## src/rtl/csa_pkg.sv

```systemverilog
// Shared types and helpers for the carry-save row accumulator.
package csa_pkg;

  typedef enum logic [1:0] {
    IDLE = 2'd0,
    ACC  = 2'd1,
    CPA  = 2'd2,
    DONE = 2'd3
  } state_t;

  localparam int DEF_WIDTH = 8;
  localparam int PROD_W    = 2 * DEF_WIDTH;

  function automatic int prod_width(input int width);
    return 2 * width;
  endfunction

  function automatic int cpa_cycles(input int width, input int chunk);
    return (2 * width) / chunk;
  endfunction

endpackage

```

## src/rtl/csa_bit_cell.sv

```systemverilog
// Single-bit 3:2 compressor (full adder) used across the carry-save datapath.
// Latency: combinational.
// Backpressure: none, pure logic.
module csa_bit_cell (
  input  logic a,
  input  logic b,
  input  logic c,
  output logic s,
  output logic cy
);

  assign s  = a ^ b ^ c;
  assign cy = (a & b) | (a & c) | (b & c);

endmodule

```

## src/rtl/csa_row_accumulator.sv

```systemverilog
// Accumulates partial-product rows in carry-save form, then resolves them with a chunked CPA.
// Latency: start edge + ROWS accepted rows + 2*WIDTH/CPA_CHUNK CPA cycles, then out_valid.
// Backpressure: row_ready only in ACC; DONE holds product until out_ready (macro CSA_ROW_LAST_EN adds row_last).
module csa_row_accumulator
  import csa_pkg::*;
#(
  parameter int WIDTH     = DEF_WIDTH,
  parameter int ROWS      = WIDTH,
  parameter int CPA_CHUNK = 4
) (
  input  logic                    clk,
  input  logic                    rst_n,
  input  logic                    start,
  input  logic                    row_valid,
  output logic                    row_ready,
  input  logic [WIDTH-1:0]        row_data,
`ifdef CSA_ROW_LAST_EN
  input  logic                    row_last,
`endif
  output logic                    out_valid,
  input  logic                    out_ready,
  output logic [2*WIDTH-1:0]      product,
  output logic                    busy
);

  localparam int PW  = prod_width(WIDTH);
  localparam int NCH = cpa_cycles(WIDTH, CPA_CHUNK);
  localparam int RW  = (ROWS > 1) ? $clog2(ROWS) : 1;
  localparam int CW  = (NCH > 1) ? $clog2(NCH) : 1;

  if ((PW % CPA_CHUNK) != 0) begin : g_chunk_check
    $error("CPA_CHUNK must divide 2*WIDTH");
  end

  state_t state, state_nxt;

  logic [PW-1:0]        sum;
  logic [PW-1:0]        carry;
  logic [RW-1:0]        row_idx;
  logic [CW-1:0]        chunk_idx;
  logic                 cpa_c;

  logic [PW-1:0]        pp;
  logic [PW-1:0]        s_vec;
  logic [PW-1:0]        cy_vec;
  logic [PW-1:0]        carry_nxt;
  logic                 accept;
  logic                 last_row;
  logic                 cpa_last;
  logic [CPA_CHUNK-1:0] sum_chunk;
  logic [CPA_CHUNK-1:0] carry_chunk;
  logic [CPA_CHUNK:0]   chunk_res;

  // Row i carries weight 2^i, so align it before compressing.
  assign pp = {{(PW-WIDTH){1'b0}}, row_data} << row_idx;

  for (genvar i = 0; i < PW; i++) begin : g_cell
    csa_bit_cell u_cell (
      .a  (sum[i]),
      .b  (carry[i]),
      .c  (pp[i]),
      .s  (s_vec[i]),
      .cy (cy_vec[i])
    );
  end

  // The top majority bit would land beyond the product width; it is always zero for valid rows.
  wire unused_cy_msb = cy_vec[PW-1];
  assign carry_nxt = {cy_vec[PW-2:0], 1'b0};

  assign accept = row_valid & row_ready;

`ifdef CSA_ROW_LAST_EN
  assign last_row = (row_idx == RW'(ROWS-1)) | row_last;
`else
  assign last_row = (row_idx == RW'(ROWS-1));
`endif

  assign cpa_last = (chunk_idx == CW'(NCH-1));

  always_ff @(posedge clk or negedge rst_n) begin
    if (!rst_n) begin
      state <= IDLE;
    end else begin
      state <= state_nxt;
    end
  end

  always_comb begin
    state_nxt = state;
    row_ready = 1'b0;
    out_valid = 1'b0;
    busy      = 1'b1;
    case (state)
      IDLE: begin
        busy = 1'b0;
        if (start) state_nxt = ACC;
      end
      ACC: begin
        row_ready = 1'b1;
        if (row_valid && last_row) state_nxt = CPA;
      end
      CPA: begin
        if (cpa_last) state_nxt = DONE;
      end
      DONE: begin
        out_valid = 1'b1;
        if (out_ready) state_nxt = IDLE;
      end
      default: state_nxt = IDLE;
    endcase
  end

  always_comb begin
    sum_chunk   = '0;
    carry_chunk = '0;
    for (int k = 0; k < NCH; k++) begin
      if (chunk_idx == CW'(k)) begin
        sum_chunk   = sum[k*CPA_CHUNK +: CPA_CHUNK];
        carry_chunk = carry[k*CPA_CHUNK +: CPA_CHUNK];
      end
    end
  end

  assign chunk_res = {1'b0, sum_chunk} + {1'b0, carry_chunk} + {{CPA_CHUNK{1'b0}}, cpa_c};

  always_ff @(posedge clk or negedge rst_n) begin
    if (!rst_n) begin
      sum       <= '0;
      carry     <= '0;
      row_idx   <= '0;
      chunk_idx <= '0;
      cpa_c     <= 1'b0;
      product   <= '0;
    end else begin
      case (state)
        IDLE: begin
          if (start) begin
            sum       <= '0;
            carry     <= '0;
            row_idx   <= '0;
            chunk_idx <= '0;
            cpa_c     <= 1'b0;
            product   <= '0;
          end
        end
        ACC: begin
          if (accept) begin
            sum     <= s_vec;
            carry   <= carry_nxt;
            row_idx <= row_idx + RW'(1);
          end
        end
        CPA: begin
          for (int k = 0; k < NCH; k++) begin
            if (chunk_idx == CW'(k)) begin
              product[k*CPA_CHUNK +: CPA_CHUNK] <= chunk_res[CPA_CHUNK-1:0];
            end
          end
          cpa_c     <= chunk_res[CPA_CHUNK];
          chunk_idx <= chunk_idx + CW'(1);
        end
        default: ;
      endcase
    end
  end

endmodule

```

## config.mk

```make
export PLATFORM = sky130hd
export DESIGN_NAME = csa_row_accumulator
export DESIGN_NICKNAME = d
export VERILOG_FILES = /design/src/rtl/csa_pkg.sv /design/src/rtl/csa_bit_cell.sv /design/src/rtl/csa_row_accumulator.sv
export SDC_FILE = /design/constraint.sdc
export NUM_CORES = 1
export LEC_CHECK = 0
export CORE_UTILIZATION = 50
export DETAILED_ROUTE_END_ITERATION = 10
export GPL_ROUTABILITY_DRIVEN = 0
export PLACE_DENSITY = 0.78
export SKIP_LAST_GASP = 1
export SLEW_MARGIN = 20
export SYNTH_ARGS = -nofsm -noshare
export SYNTH_HDL_FRONTEND = slang
export SYNTH_SLANG_ARGS = --single-unit
```

## constraint.sdc

```tcl
create_clock -name clk -period 2.54 [get_ports clk]
set_clock_uncertainty 0.15 [all_clocks]
set_input_delay 0.762 -clock clk [delete_from_list [all_inputs] [get_ports clk]]
set_output_delay 0.762 -clock clk [all_outputs]
set_load 0.05 [all_outputs]
```

**Word-level counts from Yosys, hierarchy flattened**

Cells that the tools add are included.

- Bits in registers: 56
- Input port bits: 13
- Output and inout port bits: 19
- Word-level logic and storage cells: 183

- $add $sub $neg: 4
- Equality and inequality tests: 15
- Shifts and indexed selects: 1
- Muxes and demuxes: 33
- Bitwise logic cells: 108
- Reduce and logical (&&, ||, !) cells: 12

Operators by type and width:

| operator | number |
|---|---|
| one-hot mux 16 bit (2 select lines) | 3 |
| two-way mux 16 bit | 3 |
| two-way mux 4 bit | 12 |
| AND 1 bit | 46 |
| XOR 1 bit | 32 |
| OR 1 bit | 30 |
| inequality test 2 bit, second input constant | 8 |
| left shift 8 x 3 -> 16 bit | 1 |
| AND reduction 3 bit | 5 |
| two-way mux 2 bit | 5 |
| equality test 2 bit, second input constant | 4 |
| one-hot mux 2 bit (4 select lines) | 1 |
| two-way mux 3 bit | 2 |
| one-hot mux 3 bit (2 select lines) | 1 |
| adder 4 x 4 -> 5 bit | 1 |
| adder 5 x 1 -> 5 bit | 1 |
| equality test 2 x 1 -> 1 bit, second input constant | 2 |
| logical NOT 2 bit | 2 |
| two-way mux 1 bit | 4 |
| one-hot mux 2 bit (2 select lines) | 1 |
| AND reduction 4 bit | 1 |
| nonzero test 2 bit | 2 |
| adder 3 x 1 -> 3 bit, second input constant | 1 |
| equality test 3 bit, second input constant | 1 |
| other kinds (4) | 4 |

**Logic depth before layout (Yosys ltp)**

- Depth after elaboration: 9
- Depth in mapped cells: 13
- Mapped depth without buffers: 13

**Modules after synthesis**

From an unflattened synthesis, not the netlist that was laid out.

- Cell total of the unflattened synthesis: 415
- Area total of the unflattened synthesis: 3658.5 um^2

Modules (own cells, without submodules):

| module | instances | cells an instance | area an instance (um^2) | sequential area each (um^2) |
|---|---|---|---|---|
| csa_row_accumulator | 1 | 399 | 3338.2 | 1376.3 |
| csa_bit_cell | 16 | 1 | 20.0 | 0.0 |

**Least setup slack after synthesis**

OpenSTA, ideal clock, no wires.

- Path kind: reg2reg
- Start: register chunk_idx[1]
- End: register product[1]
- Library setup time: 0.133 ns
- Data arrival time: 2.442 ns
- Slack: -0.186 ns
- Stages on the path, launching flop included: 14
- Path buffers: 1
- Cells stage by stage: dfrtp_1 -> inv_1 -> ha_1 -> clkbuf_1 -> a221oi_1 -> nor3_1 -> a21oi_1 -> fa_1 -> inv_1 -> fa_1 -> inv_1 -> nor2_1 -> mux2i_1 -> o21ai_0

- Word-level cells in the longest chain between the ends: 9

RTL lines:

| what | RTL line | source |
|---|---|---|
| from (decl) | csa_row_accumulator.sv:40 | `logic [CW-1:0] chunk_idx;` |
| from (signal assigned) | csa_row_accumulator.sv:161 | `chunk_idx <= chunk_idx + CW'(1);` |
| logical NOT 2 bit | csa_row_accumulator.sv:118, csa_row_accumulator.sv:156 |  |
| two-way mux 4 bit (4 in a row) | csa_row_accumulator.sv:118 | `if (chunk_idx == CW'(k)) begin` |
| adder 4 x 4 -> 5 bit | csa_row_accumulator.sv:125 | `assign chunk_res = {1'b0, sum_chunk} + {1'b0, carry_chunk} + {{CPA_CHUNK{1'b0}}, cpa_c};` |
| adder 5 x 1 -> 5 bit | csa_row_accumulator.sv:125 |  |
| two-way mux 4 bit | csa_row_accumulator.sv:156 | `if (chunk_idx == CW'(k)) begin` |
| one-hot mux 16 bit (2 select lines) | csa_row_accumulator.sv:136 | `case (state)` |
| to (signal, indexed assignment) | csa_row_accumulator.sv:157 | `product[k*CPA_CHUNK +: CPA_CHUNK] <= chunk_res[CPA_CHUNK-1:0];` |
| to (decl) | csa_row_accumulator.sv:22 | `output logic [2*WIDTH-1:0] product,` |

Parallel ways exist; a longest one is shown, timed or not. The select of a mux whose other input is x is not followed.
A chain may end at the register's enable or synchronous reset.

**Worst setup path after layout**

- Start: register chunk_idx[1]
- End: register product[3]

The elaborated chain is that of the path after synthesis.

==> results.py <==
metrics = {
    "timing": {
        "rsz0062_at_grt": "yes",
        "min_period_ns": 2.68,
        "fin_crit_sh": 1.05,
        "fmax_ghz": 0.374,
        "worst_slew_pin_slew_ns": 0.522,
        "slew_violations": 0,
        "slew_headroom": 0.652,
        "setup_violations": 10,
        "hold_viol": 0,
        "fin_ws_ns": -0.135,
    },
    "yosys": {
        "yosysTopAreaCellShare": 0.408,
        "synth_xor_area_frac": 0.00260,
        "ys_seq_elements": 55,
        "synthFlopType": "dfrtp_1",
        "synth_warnings": 0,
        "synthMuxAreaShare": 0.0698,
        "synth-edff-count": 0,
        "syn_inst": 336,
        "synthTopCellsByCount": "dfrtp_1 (55), nand2_1 (46), o21ai_0 (33), a22o_1 (31), a21oi_1 (20)",
        "syn_nets": 381,
        "synth-adder-area-share": 0.154,
        "async_flop_share": 1.00,
        "synth_area_leader_cell": "dfrtp_1",
        "netlist_area_sq_um": 3370,
        "synth-simple-area-share": 0.128,
        "synth_top_family_by_area": "compound AO/OA/AOI/OAI gates",
        "avgSynthCellArea_sq_um": 10.0,
        "ys_types": 36,
        "synth_compound_area_frac": 0.190,
        "synth.most_common_cell": "dfrtp_1",
        "synthTopCellsByArea": "dfrtp_1 (41%), fa_1 (9.5%), a22o_1 (8.1%)",
        "seq_area_frac_synth": 0.408,
    },
    "die": {
        "core_sq_um": 6420,
        "die_w_um": 84.1,
        "pin_count": 32,
        "rows": 29,
        "initial_core_util": 0.525,
        "dieArea_sq_um": 7080,
        "die_h_um": 84.1,
    },
    "clock_network": {
        "cts.sinks": 55,
        "cts_max_path_buffers": 2,
        "cts_root_buf": "clkbuf_8",
        "clk-insertion-delay-late_ns": 0.31,
        "htreeDepth": 2,
        "cts_tree": "yes",
        "cts.clk_slew.worst_paths_ns": 0.10,
        "numCtsBuffers": 5,
    },
    "grt": {
        "use_met3": 0.0356,
        "grt_pass1_wl_um": 12700,
        "grt_max_degree": 56,
        "grtUsageTotal": 0.225,
        "use_met1": 0.319,
        "busiest_layer": "met2",
        "antenna_found_initial": 0,
        "grt_pass1_vias": 2653,
        "grt_overflow_total": 0,
        "use_met2": 0.365,
    },
    "drt": {
        "routed_wl_um": 7510,
        "firstDrtPassIters": 4,
        "drt_drc_violations_left": 0,
        "num_vias": 2681,
        "antenna_left": 0,
        "viasPerCell": 5.70,
        "avgRoutedWirePerCell_um": 16.0,
        "drtIter0Drc": 181,
    },
    "finish": {
        "area_growth_pct": 26.7,
        "layout-drive-gt1-share": 0.229,
        "fin_cells": 470,
        "finish.instance_area_sq_um": 4270,
        "n_antenna_cell": 0,
        "fin_nets": 437,
    },
    "placed_design": {
        "dp.cells": 455,
        "io_buffer_count": 31,
        "dp_hpwl_um": 5330,
        "pre_cts_ws_ns": -0.351,
        "postPlaceCellArea_sq_um": 4010,
    },
    "power": {
        "pwr-share-comb": 0.602,
        "ir_worst_vdd_v": 0.000597,
        "clkPwrFrac": 0.110,
        "finalPower_mw": 4.46,
        "cell_internal_pwr_mw": 2.42,
        "p_leak_nw": 1.89,
        "seq_power_share": 0.288,
        "switchingPower_mw": 2.04,
        "swShare": 0.457,
        "powerDensity_nw_per_um2": 1040,
    },
    "critical_path": {
        "startpoint_type": "flop",
        "cp.arrival_ns": 2.73,
        "cp_max_fo": 10,
        "r2r_cells": 11,
        "critPathMaxStageDelay_ns": 0.41,
        "setup.worst_path.end_class": "flop",
        "path_class": "reg2reg",
        "required_ns": 2.59,
        "cp_slowest_cell": "dfrtp_1",
        "crit_chain": "buf_6 > buf_4 > ha_2 > buf_6 > a21oi_1 > a21oi_1 > fa_2 > nand3b_1 > a21oi_2 > nor4b_2 > or3_1",
    },
    "flow_run": {
        "cap_violations": 0,
    },
    "run_status": {
        "outcome": "finished with violations",
        "violations": "setup timing",
    },
    "min_path": {
        "hp-class": "in2async",
    },
}
logic make-up (layout without fill, tap and decap cells):
group,Yosys count,after routing
AO/OA/AOI/OAI,96,96
XOR/XNOR,1,1
adder cells (fa/ha/maj),32,32
buffers and inverters,37,94
flip-flops,55,55
multiplexers,23,23
AND/OR/NAND/NOR,92,92
worst paths after layout:
path                                    from      endpoint  slack, ns
worst max-delay path            chunk_idx[1]    product[3]      -0.14
worst min-delay path                   rst_n      state[0]       0.27
worst max register to register  chunk_idx[1]    product[3]      -0.14
worst min register to register   product[15]   product[15]       0.35
max in group asynchronous              rst_n  chunk_idx[0]       1.70
min in group clk                 product[15]   product[15]       0.35
per-layer routing:
metal	routed length [um]	part of all wire
met1	3470	0.46
met2	3660	0.49
met3	295	0.039
met4	84	0.011
met5	0	0
final cells by class:
cell class	count	area [sq um]
sequential	55	1380
inverter	16	60.1
timing repair buffer	70	664
clock buffer	6	72.6
multi-input combinational	244	1990
fill	503	2150
tap	77	96.3
clock inverter	2	12.5
registers in the layout, indices dropped and copies added (netlist names):
signal / cells
chunk_idx: 2
product: 16
state: 2
sum: 16
carry: 15
cpa_c: 1
row_idx: 3
critical path: cells and delay by family, from the launching register on:
kind / cells / cell delay (ns)
compound gates: 3 / 0.42
fa+ha+maj: 2 / 0.54
buf+inv: 3 / 0.39
flops: 1 / 0.41
simple gates: 3 / 0.64
per-stage QoR:
step                utilization  setup TNS [ns]  hold WS [ns]
global route              0.665           -2.38         0.302
detailed placement        0.624           -5.55         0.330
finish                    0.665          -0.765         0.274
CTS                       0.651          -0.896         0.292
global placement          0.624           -4.27         0.313
floorplan                     -          -0.172         0.300
timing repair:
action / CTS / global route
hold buffers: 0 / 0
pin swaps: 14 / 8
endpoints found under the hold margin: 0 / 0
resized for setup: 22 / 17
setup buffers: 4 / 3
endpoints found under the setup margin: 14 / 22
placed cells by master (no fill, tap or decap), types with 3 or more instances in the layout:
cell type / count
buf_6: 3
clkbuf_8: 5
nand2_1: 46
o21ai_0: 18
a21oi_1: 11
nand2b_1: 5
inv_1: 12
mux2_2: 4
nand3b_1: 8
dfrtp_1: 54
nor2_1: 9
a22o_1: 31
nor3_1: 3
ha_1: 12
ha_4: 3
o21ai_1: 15
buf_4: 34
mux2i_1: 19
nand3_1: 5
a21oi_2: 9
inv_2: 4
fa_1: 14
clkdlybuf4s50_1: 27
buf_12: 5
power groups by stage:
stage	Clock (mW)	Sequential, mW	Combinational (mW)
after global placement	0	1.29	2.39
final	0.490	1.28	2.68
after floorplan	0	1.44	1.49
after global routing	0.529	1.32	2.92
after CTS	0.500	1.28	2.56
after detailed placement	0	1.30	2.45
No activity file was read; power rests on OpenSTA's default activity.
